`config.mk`:
```
export PLATFORM = sky130hd
export DESIGN_NAME = stopwatch_controller
export DESIGN_NICKNAME = d
export VERILOG_FILES = /design/src/rtl/stopwatch_controller.sv
export SDC_FILE = /design/constraint.sdc
export NUM_CORES = 1
export LEC_CHECK = 0
export ABC_AREA = 1
export BUFFER_PORTS_ARGS = -buffer_cell sky130_fd_sc_hd__buf_2
export CORE_MARGIN = 3
export CORE_UTILIZATION = 34
export CTS_CLUSTER_SIZE = 25
export DETAILED_ROUTE_END_ITERATION = 7
export HOLD_SLACK_MARGIN = 0.15
export PLACE_DENSITY = 0.57
export SLEW_MARGIN = 20
export SYNTH_ARGS = -nofsm -noshare
export SYNTH_HDL_FRONTEND = slang
export SYNTH_SLANG_ARGS = --single-unit
```
`constraint.sdc`:
```
create_clock -name clk -period 2.14 [get_ports clk]
set_clock_uncertainty 0.05 [all_clocks]
set_input_delay 0.428 -clock clk [delete_from_list [all_inputs] [get_ports clk]]
set_output_delay 0.428 -clock clk [all_outputs]
set_load 0.02 [all_outputs]
```
`src/rtl/stopwatch_controller.sv`:
```
// Stopwatch control FSM: button edge detection, run/pause/set modes, centisecond prescaler, counter strobes.
// Latency: every output is registered; the response to an event seen in cycle N appears in cycle N+1.
// Backpressure: none; button events are edge-triggered and at most one is acted on per cycle.
module stopwatch_controller #(
   parameter int unsigned TICK_DIV = 500000
) (
   input  logic       clk,
   input  logic       clear,
   input  logic       btn_start,
   input  logic       btn_reset,
   input  logic       btn_set,
   input  logic       btn_lap,
   input  logic       btn_inc,
   input  logic       btn_dec,
   input  logic       rco_cs,
   input  logic       rco_s,
   output logic       cnt_clear,
   output logic       cnt_mode,
   output logic [2:0] cnt_count,
   output logic [2:0] cnt_inc,
   output logic [2:0] cnt_dec,
   output logic [1:0] sel,
   output logic       display_hold,
   output logic [1:0] fsm_state
);

   typedef enum logic [1:0] {
      ST_IDLE  = 2'b00,
      ST_RUN   = 2'b01,
      ST_PAUSE = 2'b10,
      ST_SET   = 2'b11
   } state_t;

   // Last prescaler value before wrap; TICK_DIV <= 2^20 keeps this inside 20 bits.
   localparam logic [19:0] PRESC_LAST = 20'(TICK_DIV - 1);

   // Button bit order doubles as priority order: bit 0 (reset) is the highest.
   logic [5:0]  w_btn;
   logic [5:0]  w_rise;
   logic [5:0]  w_evt;
   logic        w_ev_reset;
   logic        w_ev_start;
   logic        w_ev_set;
   logic        w_ev_lap;
   logic        w_ev_inc;
   logic        w_ev_dec;
   logic        w_tick;
   logic [2:0]  w_sel_onehot;
   logic [1:0]  w_sel_next;

   logic [5:0]  r_btn_q;
   logic        r_armed;
   state_t      r_state;
   logic [19:0] r_presc;
   logic [1:0]  r_sel;
   logic        r_hold;
   logic        r_mode;
   logic        r_clear;
   logic [2:0]  r_count;
   logic [2:0]  r_inc;
   logic [2:0]  r_dec;

   assign w_btn = {btn_dec, btn_inc, btn_lap, btn_set, btn_start, btn_reset};

   // r_armed stays low for the first edge after reset release so a button
   // that was already held while clear was asserted cannot fire an event.
   assign w_rise = r_armed ? (w_btn & ~r_btn_q) : 6'b000000;

   // Keep only the highest-priority rising edge; the rest are discarded.
   always_comb begin
      w_evt = 6'b000000;
      if (w_rise[0])      w_evt = 6'b000001;
      else if (w_rise[1]) w_evt = 6'b000010;
      else if (w_rise[2]) w_evt = 6'b000100;
      else if (w_rise[3]) w_evt = 6'b001000;
      else if (w_rise[4]) w_evt = 6'b010000;
      else if (w_rise[5]) w_evt = 6'b100000;
   end

   assign w_ev_reset = w_evt[0];
   assign w_ev_start = w_evt[1];
   assign w_ev_set   = w_evt[2];
   assign w_ev_lap   = w_evt[3];
   assign w_ev_inc   = w_evt[4];
   assign w_ev_dec   = w_evt[5];

   // A tick is the RUN cycle in which the prescaler wraps.
   assign w_tick       = (r_state == ST_RUN) && (r_presc == PRESC_LAST);
   assign w_sel_onehot = 3'b001 << r_sel;
   assign w_sel_next   = (r_sel == 2'd2) ? 2'd0 : r_sel + 2'd1;

   // Button history and the post-reset arming flag.
   always_ff @(posedge clk or posedge clear) begin
      if (clear) begin
         r_btn_q <= 6'b000000;
         r_armed <= 1'b0;
      end else begin
         r_btn_q <= w_btn;
         r_armed <= 1'b1;
      end
   end

   // Prescaler advances on every RUN cycle, including the cycle that leaves
   // RUN: a tick landing on that cycle is consumed without a count pulse.
   // Starting from IDLE restarts it from zero; resuming from PAUSE keeps it.
   always_ff @(posedge clk or posedge clear) begin
      if (clear) begin
         r_presc <= 20'd0;
      end else if (r_state == ST_IDLE && w_ev_start) begin
         r_presc <= 20'd0;
      end else if (r_state == ST_RUN) begin
         r_presc <= w_tick ? 20'd0 : r_presc + 20'd1;
      end
   end

   // Main control FSM with registered pulse and level outputs.
   always_ff @(posedge clk or posedge clear) begin
      if (clear) begin
         r_state <= ST_IDLE;
         r_sel   <= 2'd0;
         r_hold  <= 1'b0;
         r_mode  <= 1'b0;
         r_clear <= 1'b0;
         r_count <= 3'b000;
         r_inc   <= 3'b000;
         r_dec   <= 3'b000;
      end else begin
         // Pulses last exactly one cycle unless re-armed below.
         r_clear <= 1'b0;
         r_count <= 3'b000;
         r_inc   <= 3'b000;
         r_dec   <= 3'b000;
         case (r_state)
            ST_IDLE: begin
               if (w_ev_start) begin
                  r_state <= ST_RUN;
               end else if (w_ev_set) begin
                  r_state <= ST_SET;
                  r_sel   <= 2'd0;
                  r_hold  <= 1'b0;
                  r_mode  <= 1'b1;
               end else if (w_ev_reset) begin
                  r_clear <= 1'b1;
               end
            end
            ST_RUN: begin
               if (w_ev_start) begin
                  // Leaving RUN: any coincident tick is dropped.
                  r_state <= ST_PAUSE;
               end else begin
                  if (w_ev_lap) begin
                     r_hold <= ~r_hold;
                  end
                  // Seconds and minutes enables ride on the centisecond tick.
                  r_count <= {w_tick & rco_cs & rco_s, w_tick & rco_cs, w_tick};
               end
            end
            ST_PAUSE: begin
               if (w_ev_reset) begin
                  r_state <= ST_IDLE;
                  r_clear <= 1'b1;
                  r_hold  <= 1'b0;
               end else if (w_ev_start) begin
                  r_state <= ST_RUN;
               end else if (w_ev_set) begin
                  r_state <= ST_SET;
                  r_sel   <= 2'd0;
                  r_hold  <= 1'b0;
                  r_mode  <= 1'b1;
               end
            end
            ST_SET: begin
               if (w_ev_set) begin
                  r_state <= ST_IDLE;
                  r_mode  <= 1'b0;
               end else if (w_ev_lap) begin
                  r_sel <= w_sel_next;
               end else if (w_ev_inc) begin
                  r_inc <= w_sel_onehot;
               end else if (w_ev_dec) begin
                  r_dec <= w_sel_onehot;
               end
            end
            default: begin
               r_state <= ST_IDLE;
               r_mode  <= 1'b0;
            end
         endcase
      end
   end

   assign cnt_clear    = r_clear;
   assign cnt_mode     = r_mode;
   assign cnt_count    = r_count;
   assign cnt_inc      = r_inc;
   assign cnt_dec      = r_dec;
   assign sel          = r_sel;
   assign display_hold = r_hold;
   assign fsm_state    = r_state;

endmodule

```
======== After elaboration in Yosys (flattened, before gate mapping) ========
Index checks and enable logic that the tools add are counted.
Widths: inputs -> output; s select.
operators by class
  add/sub/neg operators ................... 2
  equality and inequality tests ........... 12
  shift-type cells ........................ 1
  mux-type cells .......................... 49
  bitwise logic cells ..................... 5
  reductions and logical operators ........ 10
operators with widths
  kind                   count
  $mux 20                3
  $mux 6                 7
  $mux 3                 11
  $mux 2                 11
  $add 20x1->20 const B  1
  $eq 20x19->1 const B   1
  $ne 2x2->1 const B     7
  $mux 1                 12
  $pmux 2 s4             1
  $and 6x6->6            1
  $eq 2x2->1 const B     3
  $not 6->6              1
  $pmux 1 s3             2
  $pmux 2 s3             1
  $reduce_and 3->1       2
  $reduce_bool 3->1      2
  $reduce_and 4->1       1
  $shl 1x2->3 const A    1
  $add 2x1->2 const B    1
  $and 1x1->1            2
  $eq 2x1->1 const B     1
  $logic_and 1x1->1      2
  $logic_not 2->1        1
  $pmux 1 s2             1
  3 further kinds        3
word-level totals
  register bits ........................... 43
  input port bits ......................... 10
  output and inout port bits .............. 16
  word-level logic and storage cells ...... 90

======== Logic depth before layout (Yosys ltp) ========
Gate-level depths: netlist (run 1).
  word-level depth ........................ 14
  depth in mapped cells ................... 10
  depth with buffers taken out ............ 9

======== Worst setup path before layout (run 1) ========
No wires, ideal clock.
  path kind ............................... register -> register
  from .................................... reg r_state[1], in the netlist fsm_state[1]
  to ...................................... reg r_presc[10]
  library setup time ...................... 0.119 ns
  arrival time ............................ 1.562 ns
  slack ................................... 0.409 ns
  stages on the path, launching flop included .. 10
  buffers on the path ..................... 2
  clock period less this slack ............ 1.731 ns
  cells stage by stage .................... dfrtp_1 inv_1 ha_1 clkbuf_1 inv_1 nand2_4 buf_12 nand2_2 xor2_1 nor2_1
on the way
  cells in the longest elaborated chain, start to end .. 5
  elaborated cells between the ends (all ways) .. 8
  classes of those cells .................. 1 x eq/ne; 3 x mux; 4 x reduce/logical
ends and longest elaborated chain
  what                    RTL line  RTL
  from (decl)             53        state_t r_state;
  from (signal assigned)  119       r_state <= ST_IDLE;
  from (signal assigned)  136       r_state <= ST_RUN;
  from (signal assigned)  138       r_state <= ST_SET;
  $eq 2x1->1              88, 111
  $logic_and 1x1->1       88        assign w_tick = (r_state == ST_RUN) && (r_presc == PRESC_LAST);
  $mux 20                 112       r_presc <= w_tick ? 20'd0 : r_presc + 20'd1;
  $mux 20                 111       end else if (r_state == ST_RUN) begin
  $mux 20                 109       end else if (r_state == ST_IDLE && w_ev_start) begin
  to (signal assigned)    112
  to (decl)               54        logic [19:0] r_presc;
Parallel ways exist; a longest one is shown, timed or not. The select of a mux whose other input is x is not followed.
A chain may end at the register's enable or synchronous reset.

======== Worst setup path in the final report (run 1) ========
Same ends and word-level chain as after synthesis.

==> results.cfg, run 1 <==
[routing]
drt_wl_total_mm = 5.233
drc = 0
firstDrtPassIters = 4
detail_route.vias_per_cell = 4.608
drt-initial-drc-count = 129
num_vias = 2032
antenna_left = 0
routedWlPerCell_um = 11.87

[synthesis]
yosys.area.top_type = dfrtp_1
netlist_area_um2 = 2419
synth_cells = 312
synthTopCellsByArea = dfrtp_1 (44%), nand2_1 (12%), nor2_1 (7.4%), inv_1 (6.4%), nand3_1 (5.0%)
synth_compound_area_share_pct = 4.087
synth_edf_count = 0
synth_top_area_share_pct = 44.49
ys_async_sr_fraction_pct = 100.0
ys_seq_area_share_pct = 44.49
synth_top_family_by_area = simple AND/OR/NAND/NOR gates
synthAdderAreaFrac_pct = 3.104
synth_mux_area_share_pct = 0
synth_top_flop_cell = dfrtp_1
synth_seq_cells = 43
yosys.area_share.simple_pct = 37.04
synth-xor-area-share_pct = 2.535
avgSynthCellArea_um2 = 7.752
yosysWarnings = 0
synthTopCellsByCount = nand2_1 (76), nor2_1 (48), dfrtp_1 (43)
yosysMostFrequentCell = nand2_1
synth.distinct_cells = 33
syn-num-nets = 328

[worst_setup_path]
worstSetupPathType = flip-flop to flip-flop
crit_path_end_kind = flip-flop
crit_path_max_fanout = 22
r2r-end = r_presc[10]$_DFFE_PP0P_
endpoint = r_presc[10]$_DFFE_PP0P_
arrival_ps = 1970
reg2reg_depth = 7
timing.rr.start = fsm_state[1]$_DFFE_PP0P_
cp-start-kind = flip-flop
startpoint = fsm_state[1]$_DFFE_PP0P_
required_ps = 2280
timing.reg2reg.setup_slack_ps = 300

[layout]
drive_gt1_share_pct = 15.94
fill_cells = 727
stdcell_area_um2 = 2764
final_util_pct = 40.46
n_antenna_cell = 0
area_delta_synth_final_pct = 14.28
finalNonFillerCells = 441
final_nets = 361
seq_area_um2 = 1076
multi_input_area_um2 = 1135

[cts]
clk_latency_ps = 300
htree_levels = 2
cts.sinks = 43
cts.path.max_buffers = 2
cts_resized = 0
cts_tree = done
cts.clk_slew.worst_paths_ps = 80
cts-root-buf = clkbuf_8
post_cts_buffers = 0
cts_buffers = 5

[sta]
worst_pin_slew_ps = 725.8
slew_headroom_pct = 51.31
period_needed_ps = 1835
max_freq_mhz = 544.9
rsz0062_at_grt = no
hold_ws_ps = 193.4
setup_viol = 0
slew_viol_final = 0
fin_crit_sh_pct = 85.75
setup_tns_ps = 0
hold_violations = 0
layout_setup_ws_ps = 304.9

[global_routing]
grt_pass1_wl_mm = 9.087
grt_usage_pct = 13.74
antenna_found_initial = 0
grt_overflow = 0
grt_pass1_vias = 1967
grt_max_degree = 23

[floorplanning]
die_w_um = 90.34
die_area_um2 = 8161
die_h_um = 90.34
rows = 30
start_util_pct = 35.40
ios = 26
coreArea_um2 = 6832

[placement]
dp_slack_ps = 302.8
place_area_um2 = 2648
dp_hpwl_mm = 4.107
place_inst = 433
place_congestion = 0.8659
portBuffers = 25

[flow_run]
max_cap_viol_count = 0

[status]
status = complete, no violations

[worst_hold_path]
hp-class = input port to flip-flop

[pwr]
powerDensity_nw_per_um2 = 825.1
power_mw = 2.281
ir_drop_mv = 0.3703
leakage_nw = 1.371
## registers in the layout, indices dropped and copies added (netlist names)
register and flops:
cnt_count 3, r_presc 20, fsm_state 2, sel 2, display_hold 1, cnt_mode 1
cnt_inc 3, r_armed 1, cnt_clear 1, cnt_dec 3, r_btn_q 6
## worst max-delay path: stages, from the launching register on
cell and delay [ps]:
dfrtp_1 430, inv_1 130, ha_1 230, nand3_4 130, nand2_4 240, nand2_1 240
inv_2 190, nor2_1 70
## where the power goes
part	switching [mW]	internal [mW]	total (mW)
Combinational	0.449	0.220	0.669
Clock	0.286	0.341	0.627
Sequential	0.0886	0.896	0.985
Total	0.823	1.46	2.28
## metal layers
layer  track usage [%]  vias to the layer above  routed length (µm)
li1                  -                     1048                   -
met1             17.57                      937                2386
met2             22.71                       39                2518
met4             5.612                        0                 107
met5                 0                        -                   0
met3             2.750                        8                 220
## cells by family after synthesis
family                     after synthesis
xor gates and xnor gates                 7
other                                    1
buffers and inverters                   47
and+or+nand+nor                        190
DFF                                     43
AOI/OAI and AO/OA                       18
adders and majority gates                6
## how the worst min path moves through the flow
stage	startpoint	endpoint	slack, ps	cells after the start
3_3_place_gp	clear	cnt_inc[2]$_DFF_PP0_	440	2
4_1_cts	btn_set	r_btn_q[2]$_DFF_PP0_	180	1
5_1_grt	btn_dec	r_btn_q[5]$_DFF_PP0_	180	1
3_5_place_dp	cnt_mode$_DFFE_PP0P_	cnt_mode$_DFFE_PP0P_	440	2
2_1_floorplan	btn_reset	r_btn_q[0]$_DFF_PP0_	410	0
6_report	btn_set	r_btn_q[2]$_DFF_PP0_	190	1
## cells in the final DEF, fill, tap and decap left out, types with 4 or more instances in the layout
| cell type | instances |
|---|---|
| nand2_1 | 76 |
| nor2_1 | 48 |
| dfrtp_1 | 43 |
| inv_1 | 40 |
| buf_2 | 25 |
| nand3_1 | 24 |
| nand4_1 | 13 |
| o21ai_0 | 9 |
| nor3_1 | 8 |
| nand2_2 | 6 |
| xor2_1 | 6 |
| ha_1 | 6 |
| clkbuf_8 | 5 |
| nor2_2 | 4 |
| buf_4 | 4 |
## timing repair
action / 4_1_cts / 5_1_grt
endpoints found under the hold margin: 18 / 0
hold buffers: 1 / 0
endpoints found under the setup margin: 0 / 0
## layout make-up
class                      count  share of cell area, %
clock inverter                 2                  1.358
sequential                    43                  38.93
multi-input combinational    222                  41.06
inverter                      43                  5.840
tap                           96                  4.346
timing repair buffer          30                  5.976
clock buffer                   5                  2.490
No activity file was read; power rests on OpenSTA's default activity.
==> inputs of run 2 (changes only) <==
- MAX_ROUTING_LAYER: not set -> met4
==> results.cfg, run 2 (synthesized netlist as in run 1, its figures left out) <==
[status]
status = complete, no violations

[sta]
period_needed_ps = 1826
slew_viol_final = 0
setup_viol = 0
fin_crit_sh_pct = 85.32
rsz0062_at_grt = no
hold_violations = 0
slew_headroom_pct = 62.35
max_freq_mhz = 547.7
worst_pin_slew_ps = 564.7
layout_setup_ws_ps = 314.2
setup_tns_ps = 0

[cts]
htree_levels = 2
cts-root-buf = clkbuf_8
cts.path.max_buffers = 2
post_cts_buffers = 0
cts_resized = 0
cts_tree = done
cts.clk_slew.worst_paths_ps = 90
clk_latency_ps = 290
holdBufCountCts = 0
cts.sinks = 43
cts_buffers = 5

[floorplanning]
die_area_um2 = 8161
coreArea_um2 = 6832
die_w_um = 90.34
die_h_um = 90.34
start_util_pct = 35.40
ios = 26
rows = 30

[pwr]
clkPwrFrac_pct = 23.6
seqPwrFrac_pct = 45.2
combPwrFrac_pct = 31.2
leakage_nw = 1.353
cell_internal_pwr_mw = 1.343
powerDensity_nw_per_um2 = 797.4
ir_drop_mv = 0.4090
p_sw_mw = 0.8302
switching_share_pct = 38.21

[routing]
routedWlPerCell_um = 12.03
drc = 0
antenna_left = 0
drt-initial-drc-count = 154
num_vias = 2050
detail_route.vias_per_cell = 4.659
firstDrtPassIters = 4
drt_wl_total_mm = 5.295

[worst_setup_path]
path_delay_family = simple AND/OR/NAND/NOR gates
worstPathCellList = inv_1, ha_1, nand3_4, nand2_4, nand2_1, inv_2, nor2_1
crit_buf_inv = 2
critical_path.max_stage_delay_ps = 440
crit_path_max_fanout = 22
worstSetupPathType = flip-flop to flip-flop
crit_slowest_cell = dfrtp_1
cp-start-kind = flip-flop
required_ps = 2270
arrival_ps = 1960
crit_path_end_kind = flip-flop

[global_routing]
antenna_found_initial = 0
busiest_layer = met2
grt_overflow = 0
met2_usage_pct = 23.71
grt_usage_pct = 14.46
grt_max_degree = 44
use_met1_pct = 17.78
use_met3_pct = 2.833
grt_pass1_vias = 2015
grt_pass1_wl_mm = 9.349

[layout]
seq_area_um2 = 1076
largestRegisters = r_presc (20), r_btn_q (6)
final_nets = 359
final_util_pct = 39.89
final_common_cell = nand2_1
largest_register_ffs = 20
drive_gt1_share_pct = 15.70
largest_register = r_presc
area_delta_synth_final_pct = 12.67
mostFrequentLayoutCells = nand2_1 (76), nor2_1 (48), dfrtp_1 (43)
multi_input_area_um2 = 1135
n_antenna_cell = 0
fill_cells = 737

[placement]
portBuffers = 25
dp_hpwl_mm = 4.055
dp_slack_ps = 324.2
place_congestion = 0.8728

[flow_run]
max_cap_viol_count = 0

[worst_hold_path]
hp-class = input port to async pin
run 2: changes by cell type in the layout (fill, tap and decap cells not counted):
cell and change:
dlygate4sd3_1 -1, clkbuf_1 +1, buf_4 -1, bufinv_16 -1
clkinv_2 +1
run 2: power by group through the flow:
stage	sequential, mW	combinational [mW]	clock (mW)
detailed placement	0.999	0.678	0
floorplan	1.04	0.500	0
CTS	0.982	0.680	0.536
finish	0.983	0.677	0.513
global route	1.00	0.766	0.573
global placement	0.994	0.677	0
run 2: worst paths after layout:
path / from / depth (start not counted) / end / slack (ps)
max: fsm_state[1]$_DFFE_PP0P_ / 7 / r_presc[13]$_DFFE_PP0P_ / 310
min: clear / 3 / cnt_inc[1]$_DFF_PP0_ / 190
max reg2reg: fsm_state[1]$_DFFE_PP0P_ / 7 / r_presc[13]$_DFFE_PP0P_ / 310
min reg2reg: cnt_mode$_DFFE_PP0P_ / 2 / cnt_mode$_DFFE_PP0P_ / 460
max in group asynchronous: clear / 3 / cnt_dec[0]$_DFF_PP0_ / 1440
min in group clk: btn_set / 1 / r_btn_q[2]$_DFF_PP0_ / 200
run 2: final cells by class:
| class | instances | share of cell area [%] |
|---|---|---|
| clock inverters | 2 | 0.4591 |
| clock buffers | 6 | 2.663 |
| inverters | 43 | 5.923 |
| repair buffers | 28 | 5.418 |
| flip-flops and latches | 43 | 39.49 |
| multi-input cells | 222 | 41.64 |
| well taps | 96 | 4.408 |
run 2: routing by layer:
layer  vias to the layer above  wire length, µm
li1                       1048                -
met1                       954             2389
met2                        38             2608
met3                        10              194
met4                         0              102
met5                         -                0
run 2: worst reg2reg max path: stages (launching register included):
cell and delay (ps):
dfrtp_1 440, inv_1 130, ha_1 240, nand3_4 130, nand2_4 240, nand2_1 230, inv_2 180, nor2_1 70
run 2: per-stage QoR:
stage | power, mW | cells | area [µm²] | hold WS, ps
2_1_floorplan | 1.540 | 312 | 2419 | 409.4
3_3_place_gp | 1.672 | 432 | 2640 | 436.0
3_5_place_dp | 1.677 | 432 | 2640 | 439.9
4_1_cts | 2.198 | 440 | 2725 | 185.4
5_1_grt | 2.340 | 440 | 2725 | 179.7
6_report | 2.173 | 440 | 2725 | 195.0
==> inputs of run 3 (changes only) <==
- CORE_UTILIZATION: 34 -> 30
- PLACE_DENSITY: 0.57 -> 0.52
==> results.cfg, run 3 (synthesized netlist as in run 1, its figures left out) <==
[status]
status = complete, no violations

[sta]
hold_violations = 0
setup_viol = 0
slew_viol_final = 0
setup_tns_ps = 0
max_freq_mhz = 548.2
hold_ws_ps = 194.3
period_needed_ps = 1824
fin_crit_sh_pct = 85.25
layout_setup_ws_ps = 315.7
rsz0062_at_grt = no

[flow_run]
max_cap_viol_count = 0

[cts]
post_cts_buffers = 0
clk_latency_ps = 310
cts_buffers = 5
cts.sinks = 43
cts.clk_slew.worst_paths_ps = 80
cts.path.max_buffers = 2
cts-root-buf = clkbuf_8
cts_resized = 0
cts_tree = done
htree_levels = 2

[layout]
area_delta_synth_final_pct = 15.42
largest_register_ffs = 20
drive_gt1_share_pct = 16.23
multi_input_area_um2 = 1135
largestRegisters = r_presc (20), r_btn_q (6)
n_antenna_cell = 0
finalNonFillerCells = 447
final_nets = 360
fill_cells = 850
largest_register = r_presc
mostFrequentLayoutCells = nand2_1 (76), nor2_1 (48), dfrtp_1 (43)
final_common_cell = nand2_1
seq_area_um2 = 1076
stdcell_area_um2 = 2791

[pwr]
powerDensity_nw_per_um2 = 837.8
combPwrFrac_pct = 28.6
clkPwrFrac_pct = 29.1
switching_share_pct = 35.80
ir_drop_mv = 0.5500
p_sw_mw = 0.8371
cell_internal_pwr_mw = 1.501
leakage_nw = 1.385
seqPwrFrac_pct = 42.3

[floorplanning]
rows = 32
die_h_um = 95.79
die_area_um2 = 9176
coreArea_um2 = 7767
start_util_pct = 31.14
die_w_um = 95.79
ios = 26

[worst_setup_path]
arrival_ps = 1970
crit_path_end_kind = flip-flop
cp-start-kind = flip-flop
crit_path_max_fanout = 22
worstSetupPathType = flip-flop to flip-flop
required_ps = 2280

[routing]
routedWlPerCell_um = 11.61
drt_wl_total_mm = 5.190
firstDrtPassIters = 4
drt-initial-drc-count = 130
num_vias = 2016
drc = 0
antenna_left = 0
detail_route.vias_per_cell = 4.510

[placement]
place_area_um2 = 2660
place_inst = 438
portBuffers = 25
place_congestion = 0.8489
dp_slack_ps = 313.6
dp_hpwl_mm = 3.988

[global_routing]
grt_usage_pct = 13.49
grt_pass1_vias = 2029
grt_overflow = 0
grt_max_degree = 24
grt_pass1_wl_mm = 9.397
antenna_found_initial = 0

[worst_hold_path]
hp-class = input port to flip-flop
## run 3: changes by cell type in the layout (fill, tap and decap cells not counted), sizes merged
cell,previous run,this run
dlygate4sd3,0,1
clkinvlp,1,0
bufinv,0,1
inv,42,44
clkinv,2,0
## run 3: what timing repair did
action | CTS | global route
hold buffers | 1 | 0
hold endpoints to repair | 20 | 0
setup endpoints to repair | 0 | 0
## run 3: final cells by class
type / instances / area share (%)
timing repair buffer: 29 / 6.096
clock buffer: 6 / 2.958
tap: 102 / 4.572
clock inverter: 2 / 1.390
multi-input combinational: 222 / 40.65
inverter: 43 / 5.782
sequential: 43 / 38.55
## run 3: metal layers
metal | global-route usage, % | share of wire, %
met1 | 17.03 | 46
met2 | 22.06 | 49
met3 | 2.111 | 4.0
met4 | 4.621 | 1.5
met5 | - | 0
## run 3: power by group through the flow
| stage | combinational, mW | clock, mW | sequential (mW) |
|---|---|---|---|
| floorplan | 0.500 | 0 | 1.04 |
| global placement | 0.680 | 0 | 0.999 |
| detailed placement | 0.673 | 0 | 1.00 |
| CTS | 0.680 | 0.707 | 0.989 |
| global route | 0.774 | 0.732 | 1.00 |
| finish | 0.669 | 0.681 | 0.989 |
## run 3: per-stage QoR
stage,total power [mW],utilization [%]
5_1_grt,2.509,35.94
3_3_place_gp,1.678,34.25
4_1_cts,2.375,35.94
2_1_floorplan,1.540,-
6_report,2.339,35.94
3_5_place_dp,1.677,34.25
## run 3: worst max-delay path, cell delays in order, from the launching register on
cell and delay (ps):
dfrtp_1 430, inv_1 130, ha_1 230, nand3_4 140, nand2_4 250, nand2_1 240
inv_2 190, nor2_1 70
## run 3: path summary, 6_finish.rpt
path                                           from                        to  slack, ps  depth (start not counted)
setup / recovery           fsm_state[1]$_DFFE_PP0P_   r_presc[10]$_DFFE_PP0P_        320                          7
hold / removal                              btn_dec      r_btn_q[5]$_DFF_PP0_        190                          1
setup reg to reg           fsm_state[1]$_DFFE_PP0P_   r_presc[10]$_DFFE_PP0P_        320                          7
hold reg to reg            display_hold$_DFFE_PP0P_  display_hold$_DFFE_PP0P_        460                          2
max in group asynchronous                     clear    r_presc[6]$_DFFE_PP0P_        940                          4
min in group asynchronous                     clear      cnt_dec[2]$_DFF_PP0_        630                          3
